<file path="config.mk">
export PLATFORM = sky130hd
export DESIGN_NAME = period_meter
export DESIGN_NICKNAME = d
export VERILOG_FILES = /design/src/rtl/period_meter_pkg.sv /design/src/rtl/period_meter_sync_rise.sv /design/src/rtl/period_meter.sv
export SDC_FILE = /design/constraint.sdc
export NUM_CORES = 1
export LEC_CHECK = 0
export ABC_AREA = 1
export CAP_MARGIN = 10
export CELL_PAD_IN_SITES_DETAIL_PLACEMENT = 1
export CELL_PAD_IN_SITES_GLOBAL_PLACEMENT = 1
export CORE_ASPECT_RATIO = 1.2
export CORE_MARGIN = 2
export CORE_UTILIZATION = 40
export DETAILED_ROUTE_END_ITERATION = 8
export PLACE_DENSITY_LB_ADDON = 0.1
export SLEW_MARGIN = 20
export SYNTH_ARGS = -nofsm -noshare
export SYNTH_HDL_FRONTEND = slang
export SYNTH_HIERARCHICAL = 1
export SYNTH_SLANG_ARGS = --single-unit
export TNS_END_PERCENT = 10
</file>
<file path="constraint.sdc">
create_clock -name clk -period 1.95 [get_ports clk]
set_input_delay 0.2925 -clock clk [delete_from_list [all_inputs] [get_ports clk]]
set_output_delay 0.2925 -clock clk [all_outputs]
set_load 0.02 [all_outputs]
</file>
<file path="src/rtl/period_meter_pkg.sv">
// Shared types and defaults for the pulse-train period meter.
package period_meter_pkg;

    typedef enum logic [1:0] {
        IDLE  = 2'd0,
        ARMED = 2'd1,
        RUN   = 2'd2
    } state_t;

    // Stall threshold shared with the fare logic.
    localparam int unsigned DEFAULT_TIMEOUT = 50_000_000;

endpackage

</file>
<file path="src/rtl/period_meter_sync_rise.sv">
// Synchronises the asynchronous pulse input and flags its rising edges.
module sync_rise #(
    parameter int unsigned SYNC_STAGES = 2
) (
    input  logic clk,
    input  logic rst_n,
    input  logic sig_in,
    output logic s_sync,
    output logic rise
);

    logic [SYNC_STAGES-1:0] sync_q;
    logic                   s_prev;

    always_ff @(posedge clk) begin
        if (rst_n) begin
            sync_q <= '0;
            s_prev <= 1'b0;
        end else begin
            sync_q <= {sync_q[SYNC_STAGES-2:0], sig_in};
            s_prev <= sync_q[SYNC_STAGES-1];
        end
    end

    assign s_sync = sync_q[SYNC_STAGES-1];
    assign rise   = s_sync & ~s_prev;

endmodule

</file>
<file path="src/rtl/period_meter.sv">
// Measures period and high time of a pulse train in clk cycles, flags stalls
// and keeps a wrapping rising-edge count.
module period_meter
    import period_meter_pkg::*;
#(
    parameter int unsigned WIDTH       = 32,
    parameter int unsigned TIMEOUT     = DEFAULT_TIMEOUT,
    parameter int unsigned SYNC_STAGES = 2,
    parameter int unsigned EDGE_W      = 16
) (
    input  logic              clk,
    input  logic              rst_n,
    input  logic              sig_in,
    output logic [WIDTH-1:0]  period,
    output logic [WIDTH-1:0]  high_time,
    output logic              valid,
    output logic              stalled,
    output logic [EDGE_W-1:0] edge_cnt
);

    localparam logic [WIDTH-1:0] CNT_LAST = WIDTH'(TIMEOUT - 1);

    logic             s_sync;
    logic             rise;
    state_t           state;
    logic [WIDTH-1:0] cnt;
    logic [WIDTH-1:0] hcnt;

    sync_rise #(
        .SYNC_STAGES(SYNC_STAGES)
    ) u_sync_rise (
        .clk    (clk),
        .rst_n  (rst_n),
        .sig_in (sig_in),
        .s_sync (s_sync),
        .rise   (rise)
    );

    // Counters and measurement FSM; a rise always takes priority over timeout.
    always_ff @(posedge clk) begin
        if (rst_n) begin
            state     <= IDLE;
            cnt       <= '0;
            hcnt      <= '0;
            period    <= '0;
            high_time <= '0;
            valid     <= 1'b0;
            stalled   <= 1'b0;
            edge_cnt  <= '0;
        end else begin
            valid <= 1'b0;
            if (rise) begin
                edge_cnt <= edge_cnt + EDGE_W'(1);
            end
            case (state)
                IDLE: begin
                    if (rise) begin
                        state <= ARMED;
                        cnt   <= '0;
                        hcnt  <= WIDTH'(1);
                    end
                end
                ARMED, RUN: begin
                    if (rise) begin
                        period    <= cnt + WIDTH'(1);
                        high_time <= hcnt;
                        valid     <= 1'b1;
                        stalled   <= 1'b0;
                        state     <= RUN;
                        cnt       <= '0;
                        hcnt      <= WIDTH'(1);
                    end else if (cnt == CNT_LAST) begin
                        // Counters park at zero in IDLE so cnt never passes TIMEOUT-1.
                        stalled <= 1'b1;
                        state   <= IDLE;
                        cnt     <= '0;
                        hcnt    <= '0;
                    end else begin
                        cnt  <= cnt + WIDTH'(1);
                        hcnt <= hcnt + WIDTH'(s_sync);
                    end
                end
                default: begin
                    state <= IDLE;
                    cnt   <= '0;
                    hcnt  <= '0;
                end
            endcase
        end
    end

endmodule

</file>
; ---- After elaboration in Yosys (flattened, before gate mapping)
; Index checks and enable logic that the tools add are counted.
[word_totals]
regBits = 151
in_bits = 3
wordCells = 43
[classes]
add_sub_neg = 3
n_eq_ne = 5
n_mux = 15
bitwise_logic = 3
n_reduce_logical = 7
[ops]
columns = operator, count
row1 = $mux W32, 6
row2 = $pmux W32 S2, 2
row3 = $add A32 B1 Y32, 1
row4 = $add A32 B1 Y32 const B, 1
row5 = $eq A32 B26 Y1 const B, 1
row6 = $add A16 B1 Y16 const B, 1
row7 = $mux W2, 3
row8 = $reduce_and A2 Y1, 3
row9 = $pmux W2 S2, 1
row10 = $reduce_or A2 Y1, 2
row11 = $mux W1, 3
row12 = $ne A3 B3 Y1 const B, 1
row13 = $eq A2 B1 Y1 const B, 1
row14 = $eq A2 B2 Y1 const B, 1
row15 = $logic_not A2 Y1, 1
row16 = $ne A2 B2 Y1 const B, 1
row17 = $not A1 Y1, 2
row18 = $reduce_bool A2 Y1, 1
row19 = $and A1 B1 Y1, 1

; ---- Logic depth before layout (Yosys ltp)
; Gate-level depths: netlist of the first run.
[logic_depth]
ltp_word = 4
depth_mapped = 13

; ---- Modules after synthesis
; The synthesis of the first run kept the hierarchy.
[by_module_without_submodules]
columns = module, instances, cells_per_inst, area_per_inst_um2, seq_area_each_um2
row1 = period_meter, 1, 1120, 7314.5, 2962.8
row2 = sync_rise, 1, 10, 86.3, 60.1

; ---- Worst setup path before layout of the first run
; OpenSTA, ideal clock, no wires.
[synth_timing]
path_kind = register to register
startpoint = register state[0]
endpoint = register high_time[2]
setup_ns = 0.074
arrival_time_ns = 1.544
required_ns = 1.876
slack_ns = 0.331
stages_incl_launch_ff = 8
path_buffers = 2
period_less_slack_ns = 1.619
cell_sequence = dfxtp_1 -> inv_1 -> ha_1 -> nand2_1 -> clkbuf_1 -> clkbuf_1 -> nand3_1 -> o21ai_0
[synth_between]
elab_chain_len = 3
[synth_rtl]
columns = element, line_no
row1 = "start, declared", period_meter.sv:25  ; state_t state;
row2 = "start signal, assigned", period_meter.sv:42  ; state <= IDLE;
row3 = "start signal, assigned", period_meter.sv:58  ; state <= ARMED;
row4 = "start signal, assigned", period_meter.sv:69  ; state <= RUN;
row5 = $eq A2 B1 Y1 / $eq A2 B2 Y1 (equally long branches), period_meter.sv:55  ; case (state)
row6 = $reduce_or A2 Y1 *, period_meter.sv:55
row7 = $reduce_and A2 Y1 (no source line) *, -
row8 = "end signal, assigned", period_meter.sv:66  ; high_time <= hcnt;
row9 = "end, declared", period_meter.sv:15  ; output logic [WIDTH-1:0] high_time,
; Every way passes the cells marked *; elsewhere a longest branch is shown, timed or not.
; A chain may end at the register's enable or synchronous reset.

; ---- Final worst setup path of the first run
[layout_timing]
startpoint = register cnt[1]
endpoint = register cnt[14]
[layout_between]
elab_chain_len = 4
[layout_rtl]
columns = element, line_no
row1 = "start, declared", period_meter.sv:26  ; logic [WIDTH-1:0] cnt;
row2 = "start signal, assigned", period_meter.sv:79  ; cnt <= cnt + WIDTH'(1);
row3 = $add A32 B1 Y32 / $eq A32 B26 Y1 (equally long branches), "period_meter.sv:79, period_meter.sv:72"
row4 = $mux W32 *, period_meter.sv:72  ; end else if (cnt == CNT_LAST) begin
row5 = $mux W32 *, period_meter.sv:64  ; if (rise) begin
row6 = $pmux W32 S2 *, period_meter.sv:55
; Marked as above.

==> results of run 1 <==
[metrics by stage]
step / util / area [µm²]
3_3_place_gp: 0.480 / 8720
6_report: 0.514 / 9340
4_1_cts: 0.512 / 9300
2_1_floorplan: - / 7400
5_1_grt: 0.514 / 9340
3_5_place_dp: 0.480 / 8720
[how the worst min path moves through the flow]
stage,start,to,cells past startpoint
3_3_place_gp,u_sync_rise/sync_q[0]$_SDFF_PP0_,u_sync_rise/sync_q[1]$_SDFF_PP0_,2
3_5_place_dp,u_sync_rise/sync_q[0]$_SDFF_PP0_,u_sync_rise/sync_q[1]$_SDFF_PP0_,2
4_1_cts,rst_n,valid$_SDFF_PP0_,3
6_report,rst_n,valid$_SDFF_PP0_,3
2_1_floorplan,rst_n,u_sync_rise/sync_q[0]$_SDFF_PP0_,1
5_1_grt,rst_n,valid$_SDFF_PP0_,3
[power by group through the flow]
| stage | registers [mW] | clock network (mW) | logic, mW |
|---|---|---|---|
| finish | 3.13 | 3.29 | 0.283 |
| global route | 3.13 | 3.48 | 0.312 |
| CTS | 3.12 | 3.34 | 0.282 |
| detailed placement | 3.20 | 0 | 0.277 |
| global placement | 3.19 | 0 | 0.274 |
| floorplan | 3.19 | 0 | 0.165 |
[logic make-up (layout without fill, tap and decap cells)]
kind of cell,after synthesis,count (layout),share of synthesized area
buf+inv,131,251,0.0720
xor+xnor,28,28,0.0342
compound gates,114,114,0.0790
fa+ha+maj,6,6,0.0101
simple gates,700,700,0.396
flops,151,151,0.408
[synth_stat cells]
library cell and n:
xnor2_1 4, buf_6 4, nand2_2 5, nand3_1 101
nor2_1 162, xor2_1 23, o21ai_0 48, inv_1 87
nand2_1 385, o21ai_4 1, inv_2 3, nor3_1 9
xor2_2 1, a21oi_1 63, o21a_1 1, nand3_2 6
dfxtp_1 151, nand4_1 4, buf_1 4, buf_4 2
nand3b_1 6, o21ai_1 1, nor4_1 2, buf_2 3
nor2_2 14, clkbuf_1 28, nor2_4 6, ha_1 6
[layer usage]
| layer | share of wire | vias up | global-route usage |
|---|---|---|---|
| met5 | 0 | - | 0 |
| met3 | 0.021 | 29 | 0.0420 |
| met4 | 0.020 | 0 | 0.0780 |
| met1 | 0.41 | 3616 | 0.274 |
| li1 | - | 3764 | - |
| met2 | 0.55 | 73 | 0.481 |
[area by class of cell]
type / count / area, µm²
flip-flops and latches: 151 / 3020
fillers: 2393 / 8830
well taps: 224 / 280
multi-input cells: 848 / 3900
inverters: 90 / 338
repair buffers: 129 / 1220
clock inverters: 14 / 139
clock buffers: 18 / 439
[worst max-delay path: cells and delay by family (launching register included)]
family | cells | cell delay (ns)
AO/OA/AOI/OAI | 2 | 0.25
adder cells (fa/ha/maj) | 1 | 0.22
buffers and inverters | 2 | 0.31
flip-flops | 1 | 0.37
AND/OR/NAND/NOR | 5 | 0.53
[flip-flops by register name, indices dropped and copies added (netlist names)]
name                flops
edge_cnt               16
state                   2
cnt                    32
stalled                 1
period                 32
valid                   1
hcnt                   32
high_time              32
u_sync_rise/s_prev      1
u_sync_rise/sync_q      2
[repair_timing]
| action | 4_1_cts | 5_1_grt |
|---|---|---|
| gates cloned | 0 | 0 |
| resized for setup | 1 | 11 |
| endpoints found under the setup margin | 20 | 34 |
| pin swaps | 0 | 1 |
==> metrics.md, run 1 <==
| Metric | Value |
|---|---|
| CTS Buffer Depth | 2 |
| Hold/Removal Path Class | in2reg |
| Tot Pwr | 6.69 mW |
| Slew headroom | 0.474 |
| Rows | 54 |
| 1st-iter DRT viols | between 300 and 400 |
| Minimum clock period | approximately 1.8 ns |
| Vias in the first global route | 7828 |
| Final ANT Viol Nets | 0 |
| P&R area growth vs syn | 26.2% |
| DP Worst Slack | -0.110 ns |
| Boundary Pins | 85 |
| Post-detailed-route wirelength per cell | 16.0 µm |
| Syn nets | 1139 |
| Synth Warn # | 6 |
| Post-synth top area cell | dfxtp_1 |
| Vias post-DR | roughly 7500 |
| Switch share | 0.252 |
| Total GRT Usage | 0.250 |
| Layout Nets | 1246 |
| Clk slew on worst S/H paths | 0.07 ns |
| CTS tree | done |
| Seq pwr share | 0.467 |
| Fin crit share | 0.941 |
| Detailed Place HPWL | 17.1 mm |
| Setup-failing EPs final | 0 |
| Max FO, Critical Path | 24 |
| Area contributors post-synth | dfxtp_1 (41%), nand2_1 (20%), nor2_1 (8.2%) |
| Clock Power Share | 0.491 |
| Core Footprint | 18200 µm² |
| Int Pwr | 5.01 mW |
| R2r setup slk | 0.11 ns |
| Fmax achieved | 545 MHz |
| Maximum VDD drop | ~0.00061 V |
| Die W | ~130 µm |
| Slowest Stage Delay on Critical Path | 0.37 ns |
| DRT Pass-1 Iters | 4 |
| Commonest non-fill, non-tap cells in the layout | nand2_1 (384), nor2_1 (156), dfxtp_1 (151), nand3_1 (99), inv_1 (86) |
| Setup Buffers After CTS | 0 |
| Drt total wl | 23.5 mm |
| Via density | ~5 |
| Root buffer cell | clkbuf_16 |
| DRC Markers | 0 |
| WHS | 0.371 ns |
| Synth Cell Area | 7400 µm² |
| Antenna violations before repair | 0 |
| Crit-path slowest cell | dfxtp_1 |
| Setup_tns | 0 ns |
| H-tree depth | 4 |
| Share of cells above drive strength 1 | 0.102 |
| Final Hold Fails | 0 |
| Later-pin clock latency in the skew report | 0.43 ns |
| Hold_buf cts | 0 |
| Port bufs | 84 |
| Final Non-Filler Cells | 1474 |
| Largest net degree at the start of global routing | 62 |
| Reg2reg start | cnt[1]$_SDFFE_PP0P_ |
| Cts bufs inserted | 17 |
| Worst EP required | 2.23 ns |
| Pleak | roughly 3.5 nW |
| Yosys reg bits | 151 |
| Worst Reg-to-Reg Cells | 10 |
| Worst Setup EP | cnt[14]$_SDFFE_PP0P_ |
| Die area | 19600 µm² |
| RSZ-0062 raised after global routing | true |
| Commonest non-fill, non-tap cell in the layout | nand2_1 |
| CP endpoint kind | flip-flop |
| Max-cap viol count | 0 |
| Power share of the combinational group | 0.042 |
| Seq/Total Area, Yosys | 0.408 |
| Crit start category | flip-flop |
| Remaining global-route overflow | 0 |
| Syn Area/Cell | 6.55 µm² |
| Initial core utilization | 0.407 |
| Top-area cell type share of the netlist area | 0.408 |
| Critical path origin | cnt[1]$_SDFFE_PP0P_ |
| Post-Syn Instances | 1130 |
| CTS Sinks | 151 |
| Cell area power density | 717 nW/µm² |
| Post-route worst setup slack | 0.115 ns |
| Die Ht | 153 µm |
| Worst Max-Slew Pin Slew | 0.789 ns |
| Status | finished clean |
| Synth unique cells | 28 |
| Worst Clk Skew | 0.0110 ns |
| Inst Count DP | roughly 1400 |
| Antenna diodes | 0 |
| Routability congestion estimate | between 0.8 and 0.9 |
| Worst r2r dst | cnt[14]$_SDFFE_PP0P_ |
| Max Slew Vio Count | 0 |
| CP Class | reg2reg |
| Cell Chain, Critical Path | ha_1 > nand3_2 > nor2_4 > nand3_2 > o21ai_4 > buf_4 > nor2_4 > buf_12 > nand2_1 > a21oi_1 |
| CP arrival | 2.11 ns |
| First-pass GRT wire length | just under 40 mm |
| Switching power | approximately 1.7 mW |
Power figures use the tool's default switching activity.
==> run 2: changes to the inputs <==
--- a/config.mk
+++ b/config.mk
@@ -7,13 +7,10 @@
 export LEC_CHECK = 0
 export ABC_AREA = 1
 export CAP_MARGIN = 10
-export CELL_PAD_IN_SITES_DETAIL_PLACEMENT = 1
-export CELL_PAD_IN_SITES_GLOBAL_PLACEMENT = 1
 export CORE_ASPECT_RATIO = 1.2
-export CORE_MARGIN = 2
-export CORE_UTILIZATION = 40
+export CORE_UTILIZATION = 47
 export DETAILED_ROUTE_END_ITERATION = 8
-export PLACE_DENSITY_LB_ADDON = 0.1
+export PLACE_DENSITY = 0.69
 export SLEW_MARGIN = 20
 export SYNTH_ARGS = -nofsm -noshare
 export SYNTH_HDL_FRONTEND = slang
==> run 2 against run 1 <==
  * Via count is 1.9% lower
  * Sequential share of layout area is 0.26 points higher
  * Non-clock buffer count is 7 lower
  * Sequential power hardly changed
  * Utilization is 9.6 points higher
  * Clock power is 6.1% higher
  * Register-to-register slack better by 0.05 ns
  * Critical path depth is 9 lower
  * Worst setup slack better by 0.026 ns
  * Clock-buffer cell count is 3 higher
  * Global-route usage is 0.94 points higher
  * Total power is 2.8% higher
==> metrics.md, run 2 (synthesis gave the netlist of run 1 again) <==
| Metric | Value |
|---|---|
| Status | finished clean |
| Antenna violations before repair | 0 (unchanged) |
| Inst Count DP | 1415 (-1.9%) |
| Later-pin clock latency in the skew report | 0.43 ns (about the same) |
| Buf/Inv on CP | 1 (-1) |
| Rows | 49 (-9.3%) |
| R2r setup slk | 0.16 ns (+0.05 ns) |
| Die Ht | 139 µm (-8.9%) |
| Boundary Pins | 85 (unchanged) |
| Max-cap viol count | 0 (unchanged) |
| Via density | 5.07 (about the same) |
| Power share of the combinational group | 0.038 (-0.004) |
| Commonest non-fill, non-tap cells in the layout | nand2_1 (384), nor2_1 (160), dfxtp_1 (151), nand3_1 (101), inv_1 (86) |
| Layout Nets | 1239 (-0.56%) |
| Switching power | 1.52 mW (-9.7%) |
| Die W | 117 µm (-9.1%) |
| Vias in the first global route | 6992 (-11%) |
| Max Slew Vio Count | 0 (unchanged) |
| # fillers | 1518 (-37%) |
| H-tree depth | 4 (unchanged) |
| Port bufs | 84 (unchanged) |
| Remaining global-route overflow | 0 (unchanged) |
| Worst EP required | 1.66 ns (-0.57 ns) |
| Slowest Stage Delay on Critical Path | 0.65 ns (+0.28 ns) |
| Die area | 16300 µm² (-17%) |
| Crit-path slowest cell | clkdlybuf4s50_1 |
| Fmax achieved | 553 MHz (+1.4%) |
| Switch share | 0.221 (-0.0306) |
| Fin crit share | 0.928 (-0.0132) |
| Worst Reg-to-Reg Cells | 10 (unchanged) |
| Setup_tns | 0 ns (unchanged) |
| Cts bufs inserted | 17 (unchanged) |
| Clock Power Share | 0.507 (+0.016) |
| RSZ-0062 raised after global routing | false |
| CP Class | reg2out |
| Core Footprint | 15200 µm² (-16%) |
| Root buffer cell | clkbuf_16 |
| Family with the most delay on the worst path | buffers and inverters |
| Cell area power density | 743 nW/µm² (+3.7%) |
| Post-detailed-route wirelength per cell | 13.9 µm (-13%) |
| Pleak | 3.47 nW (-0.55%) |
| DRC Markers | 0 (unchanged) |
| P&R area growth vs syn | 25.2% |
| Setup Buffers After CTS | 0 (unchanged) |
| DRT Pass-1 Iters | 5 (+1) |
| Critical path origin | edge_cnt[8]$_SDFFE_PP0P_ |
| Final ANT Viol Nets | 0 (unchanged) |
| CP arrival | 1.52 ns (-0.59 ns) |
| Total GRT Usage | 0.259 (+0.00941) |
| First-pass GRT wire length | 32.9 mm (-16%) |
| Reg2reg start | cnt[1]$_SDFFE_PP0P_ |
| Worst r2r dst | cnt[21]$_SDFFE_PP0P_ |
| Commonest non-fill, non-tap cell in the layout | nand2_1 |
| Antenna diodes | 0 (unchanged) |
| 1st-iter DRT viols | 397 (+30%) |
| Clk slew on worst S/H paths | 0.06 ns (about the same) |
| Share of cells above drive strength 1 | 0.0869 (-0.0147) |
| CTS tree | done |
| Detailed Place HPWL | 14.5 mm (-15%) |
| Vias post-DR | 7338 (-1.9%) |
| Largest net degree at the start of global routing | 67 (+8.1%) |
| Seq pwr share | 0.454 (-0.013) |
| Worst Clk Skew | 0.00763 ns (-0.00341 ns) |
| Int Pwr | 5.36 mW (+7.0%) |
| Initial core utilization | 0.487 (+0.0796) |
| Worst Max-Slew Pin Slew | 0.523 ns (-0.266 ns) |
| CP endpoint kind | output pin |
| CTS Sinks | 151 (unchanged) |
| CP Depth | 1 (-9) |
| Minimum clock period | 1.81 ns (-0.0258 ns) |
| Maximum VDD drop | 0.000595 V (-1.7%) |
| Routability congestion estimate | 0.991 (+13%) |
| Final Hold Fails | 0 (unchanged) |
| CTS Buffer Depth | 2 (unchanged) |
| Slew headroom | 0.651 (+0.177) |
| Setup-failing EPs final | 0 (unchanged) |
| Hold/Removal Path Class | in2reg |
| WHS | 0.289 ns (-0.0825 ns) |
| Tot Pwr | 6.88 mW (+2.8%) |
| Worst Setup EP | edge_cnt[8] |
| Crit start category | flip-flop |
| Final Non-Filler Cells | 1447 (-1.8%) |
| Cell Chain, Critical Path | clkdlybuf4s50_1 |
| Max FO, Critical Path | 6 (-75%) |
| Drt total wl | 20.2 mm (-14%) |
-- run 2: layout make-up --
cell class	count	area, µm²	area share
clock inverters	11	173	0.0186
flip-flops and latches	151	3020	0.326
clock buffers	21	450	0.0486
repair buffers	122	1160	0.125
inverters	90	338	0.0365
multi-input cells	848	3870	0.418
well taps	204	255	0.0275
-- run 2: worst reg2reg max path, cell delays in order, from the launching register on --
cell and delay (ns):
dfxtp_1 0.36, ha_1 0.24, nand3_4 0.13, nor2_4 0.15, nand3_2 0.13, o21ai_4 0.19, buf_4 0.15, nor2_4 0.04
buf_12 0.15, nand2_1 0.07, a21oi_1 0.06
-- run 2: power groups by stage --
stage               Sequential [mW]  Combinational [mW]  Clock [mW]
floorplan                      3.19               0.165           0
global placement               3.19               0.260           0
detailed placement             3.19               0.260           0
CTS                            3.12               0.264        3.55
global route                   3.13               0.291        3.67
finish                         3.13               0.264        3.49
-- run 2: layer usage --
layer / wire (µm) / up-vias / GRT usage / part of all wire
met5: 0 / - / 0 / 0
met4: 626 / 0 / 0.121 / 0.031
met3: 711 / 42 / 0.0544 / 0.035
met1: 8130 / 3393 / 0.278 / 0.40
li1: - / 3750 / - / -
met2: 10700 / 153 / 0.474 / 0.53
-- run 2: stage by stage --
stage / worst slack [ns] / area, µm² / utilization
final: 0.141 / 9270 / 0.610
after global placement: 0.0264 / 8630 / 0.568
after floorplan: 0.331 / 7400 / -
after detailed placement: -0.00750 / 8630 / 0.568
after CTS: 0.121 / 9260 / 0.609
after global routing: 0.00568 / 9270 / 0.610
-- run 2: worst min path at each step --
stage	end	slack, ns	cells past startpoint	start
floorplan	u_sync_rise/sync_q[0]$_SDFF_PP0_	0.36	1	rst_n
global placement	u_sync_rise/sync_q[1]$_SDFF_PP0_	0.40	2	u_sync_rise/sync_q[0]$_SDFF_PP0_
CTS	stalled$_SDFFE_PP0P_	0.28	4	rst_n
detailed placement	u_sync_rise/sync_q[1]$_SDFF_PP0_	0.41	2	u_sync_rise/sync_q[0]$_SDFF_PP0_
global route	stalled$_SDFFE_PP0P_	0.30	4	rst_n
finish	stalled$_SDFFE_PP0P_	0.29	4	rst_n
-- run 2: timing repair --
action	4_1_cts	5_1_grt
pin swaps	0	1
cloned	0	0
resized for setup	1	2
hold buffers	0	0
setup endpoints to repair	2	13
==> run 3: changes to the inputs <==
--- a/config.mk
+++ b/config.mk
@@ -6,10 +6,12 @@
 export NUM_CORES = 1
 export LEC_CHECK = 0
 export ABC_AREA = 1
+export ABC_CLOCK_PERIOD_IN_PS = 2050
 export CAP_MARGIN = 10
 export CORE_ASPECT_RATIO = 1.2
 export CORE_UTILIZATION = 47
 export DETAILED_ROUTE_END_ITERATION = 8
+export GPL_TIMING_DRIVEN = 1
 export PLACE_DENSITY = 0.69
 export SLEW_MARGIN = 20
 export SYNTH_ARGS = -nofsm -noshare
==> constraint.sdc (replaced) <==
create_clock -name clk -period 2.05 [get_ports clk]
set_input_delay 0.3075 -clock clk [delete_from_list [all_inputs] [get_ports clk]]
set_output_delay 0.3075 -clock clk [all_outputs]
set_load 0.02 [all_outputs]
==> run 3 against run 2 <==
  * Final area is 1.6% lower
  * Critical path type is now reg2reg
  * Clock-buffer cell count grew 3
  * Clock skew is 0.0019 ns higher
  * Total power down 10%
  * Sequential cell count unchanged
  * Cell count shrank 0.69%
  * Utilization shrank 0.95 points
  * Largest cell class unchanged
==> metrics.md, run 3 (synthesis gave the netlist of run 1 again) <==
| Metric | Value |
|---|---|
| WHS | 0.216 ns (-0.0726 ns) |
| Antenna diodes | 0 (unchanged) |
| DRC Markers | 0 (unchanged) |
| Register area | 3020 µm² (unchanged) |
| Root buffer cell | clkbuf_16 |
| Cell Chain, Critical Path | ha_1 > nand3_2 > nor2_4 > nand4_1 > nor2_1 > nand2_1 > nand2_1 > nand2_1 > a21oi_1 |
| Multi-input gate area | 3860 µm² (-0.26%) |
| Final Non-Filler Cells | 1437 (-0.69%) |
| Family with the most delay on the worst path | simple AND/OR/NAND/NOR gates |
| Pleak | 3.41 nW (-1.7%) |
| H-tree depth | 4 (unchanged) |
| Drt total wl | 19.7 mm (-2.5%) |
| Cell area power density | 679 nW/µm² (-8.5%) |
| Commonest non-fill, non-tap cells in the layout | nand2_1 (384), nor2_1 (161), dfxtp_1 (151), nand3_1 (101), inv_1 (86) |
| Worst Clk Skew | 0.00953 ns (+0.00190 ns) |
| Commonest non-fill, non-tap cell in the layout | nand2_1 |
| Boundary Pins | 85 (unchanged) |
| DRT Pass-1 Iters | 7 (+2) |
| Clk slew on worst S/H paths | 0.06 ns (about the same) |
| Post-detailed-route wirelength per cell | 13.7 µm (-1.8%) |
| Detailed Place HPWL | 14.2 mm (-2.2%) |
| Hold_buf cts | 0 (unchanged) |
| RSZ-0062 raised after global routing | false |
| Share of cells above drive strength 1 | 0.0787 (-0.00822) |
| Setup Buffers After CTS | 0 (unchanged) |
| Later-pin clock latency in the skew report | 0.43 ns (about the same) |
| Layout Nets | 1229 (-0.81%) |
| CTS-repair resized insts | 0 (-1) |
| Core Footprint | 15200 µm² (unchanged) |
| Final ANT Viol Nets | 0 (unchanged) |
| Inst Count DP | 1405 (-0.71%) |
| Initial core utilization | 0.487 (unchanged) |
| Crit start category | flip-flop |
| Max-cap viol count | 0 (unchanged) |
| Buf/Inv on CP | 0 (-1) |
| # fillers | 1515 (-0.20%) |
| Tot Pwr | 6.20 mW (-10%) |
| Minimum clock period | 1.84 ns |
| Fmax achieved | 543 MHz |
| Vias in the first global route | 6852 (-2.0%) |
| CTS tree | done |
| Antenna violations before repair | 0 (unchanged) |
| Maximum VDD drop | 0.000549 V (-7.7%) |
| Crit-path slowest cell | dfxtp_1 |
| Worst path most repeated cell | nand2_1 |
| Die area | 16300 µm² (unchanged) |
| Die Ht | 139 µm (unchanged) |
| Largest net degree at the start of global routing | 67 (unchanged) |
| Worst Max-Slew Pin Slew | 0.513 ns (-0.00972 ns) |
| 1st-iter DRT viols | 367 (-7.6%) |
| Via density | 4.99 (-1.6%) |
| Status | finished clean |
| CP arrival | 2.19 ns (+0.67 ns) |
| CP Class | reg2reg |
| Setup-failing EPs final | 0 (unchanged) |
| Final Hold Fails | 0 (unchanged) |
| Hold/Removal Path Class | in2reg |
| Die W | 117 µm (unchanged) |
| Slowest Stage Delay on Critical Path | 0.37 ns (-0.28 ns) |
| CTS Sinks | 151 (unchanged) |
| CP endpoint kind | flip-flop |
| Max FO, Critical Path | 5 (-1) |
| Total GRT Usage | 0.254 (-0.00526) |
| Remaining global-route overflow | 0 (unchanged) |
| Setup_tns | 0 ns (unchanged) |
| Vias post-DR | 7172 (-2.3%) |
| P&R area growth vs syn | 23.3% |
| Rows | 49 (unchanged) |
| Port bufs | 84 (unchanged) |
| Max Slew Vio Count | 0 (unchanged) |
| Cts bufs inserted | 17 (unchanged) |
| Routability congestion estimate | 0.964 (-2.7%) |
| CTS Buffer Depth | 2 (unchanged) |
| Fin crit share | 0.899 |
| Worst EP required | 2.40 ns (+0.74 ns) |
| First-pass GRT wire length | 32.3 mm (-1.8%) |
| Slew headroom | 0.657 (+0.00649) |
run 3: layout make-up:
type / count / share of cell area
Clock buffer: 24 / 0.0539
Clock inverter: 8 / 0.00782
Inverter: 90 / 0.0370
Multi-Input combinational cell: 848 / 0.423
Timing Repair Buffer: 112 / 0.119
Sequential cell: 151 / 0.331
Tap cell: 204 / 0.0280
run 3: path summary, 6_finish.rpt:
kind                                     from                               end  slack (ns)  depth (start not counted)
max                      hcnt[0]$_SDFFE_PP0P_             hcnt[31]$_SDFFE_PP0P_        0.21                          9
min reg2reg  u_sync_rise/sync_q[0]$_SDFF_PP0_  u_sync_rise/sync_q[1]$_SDFF_PP0_        0.41                          2
min                                     rst_n              cnt[31]$_SDFFE_PP0P_        0.22                          2
max reg2reg              hcnt[0]$_SDFFE_PP0P_             hcnt[31]$_SDFFE_PP0P_        0.21                          9
run 3: worst register-to-register path: cells and delay by family (launching register included):
| family | cells | cell delay, ns |
|---|---|---|
| adder cells (fa/ha/maj) | 1 | 0.21 |
| AND/OR/NAND/NOR | 7 | 1.07 |
| AO/OA/AOI/OAI | 1 | 0.13 |
| flip-flops | 1 | 0.37 |
run 3: metrics by stage:
stage	setup slack, ns	util	instance area (µm²)
floorplan	0.431	-	7400
global placement	0.125	0.563	8550
detailed placement	0.0523	0.563	8550
CTS	0.0348	0.600	9120
global route	0.0232	0.600	9120
finish	0.207	0.600	9120
run 3: where the power goes:
group	internal, mW	total [mW]	switching [mW]
Clock	1.79	2.98	1.19
Sequential	2.95	2.97	0.0197
Combinational	0.0694	0.245	0.175
run 3: routing by layer:
layer | up-vias | share of wire | global-route usage
met4 | 0 | 0.041 | 0.131
met1 | 3241 | 0.41 | 0.279
met5 | - | 0 | 0
li1 | 3726 | - | -
met2 | 146 | 0.52 | 0.459
met3 | 59 | 0.031 | 0.0414
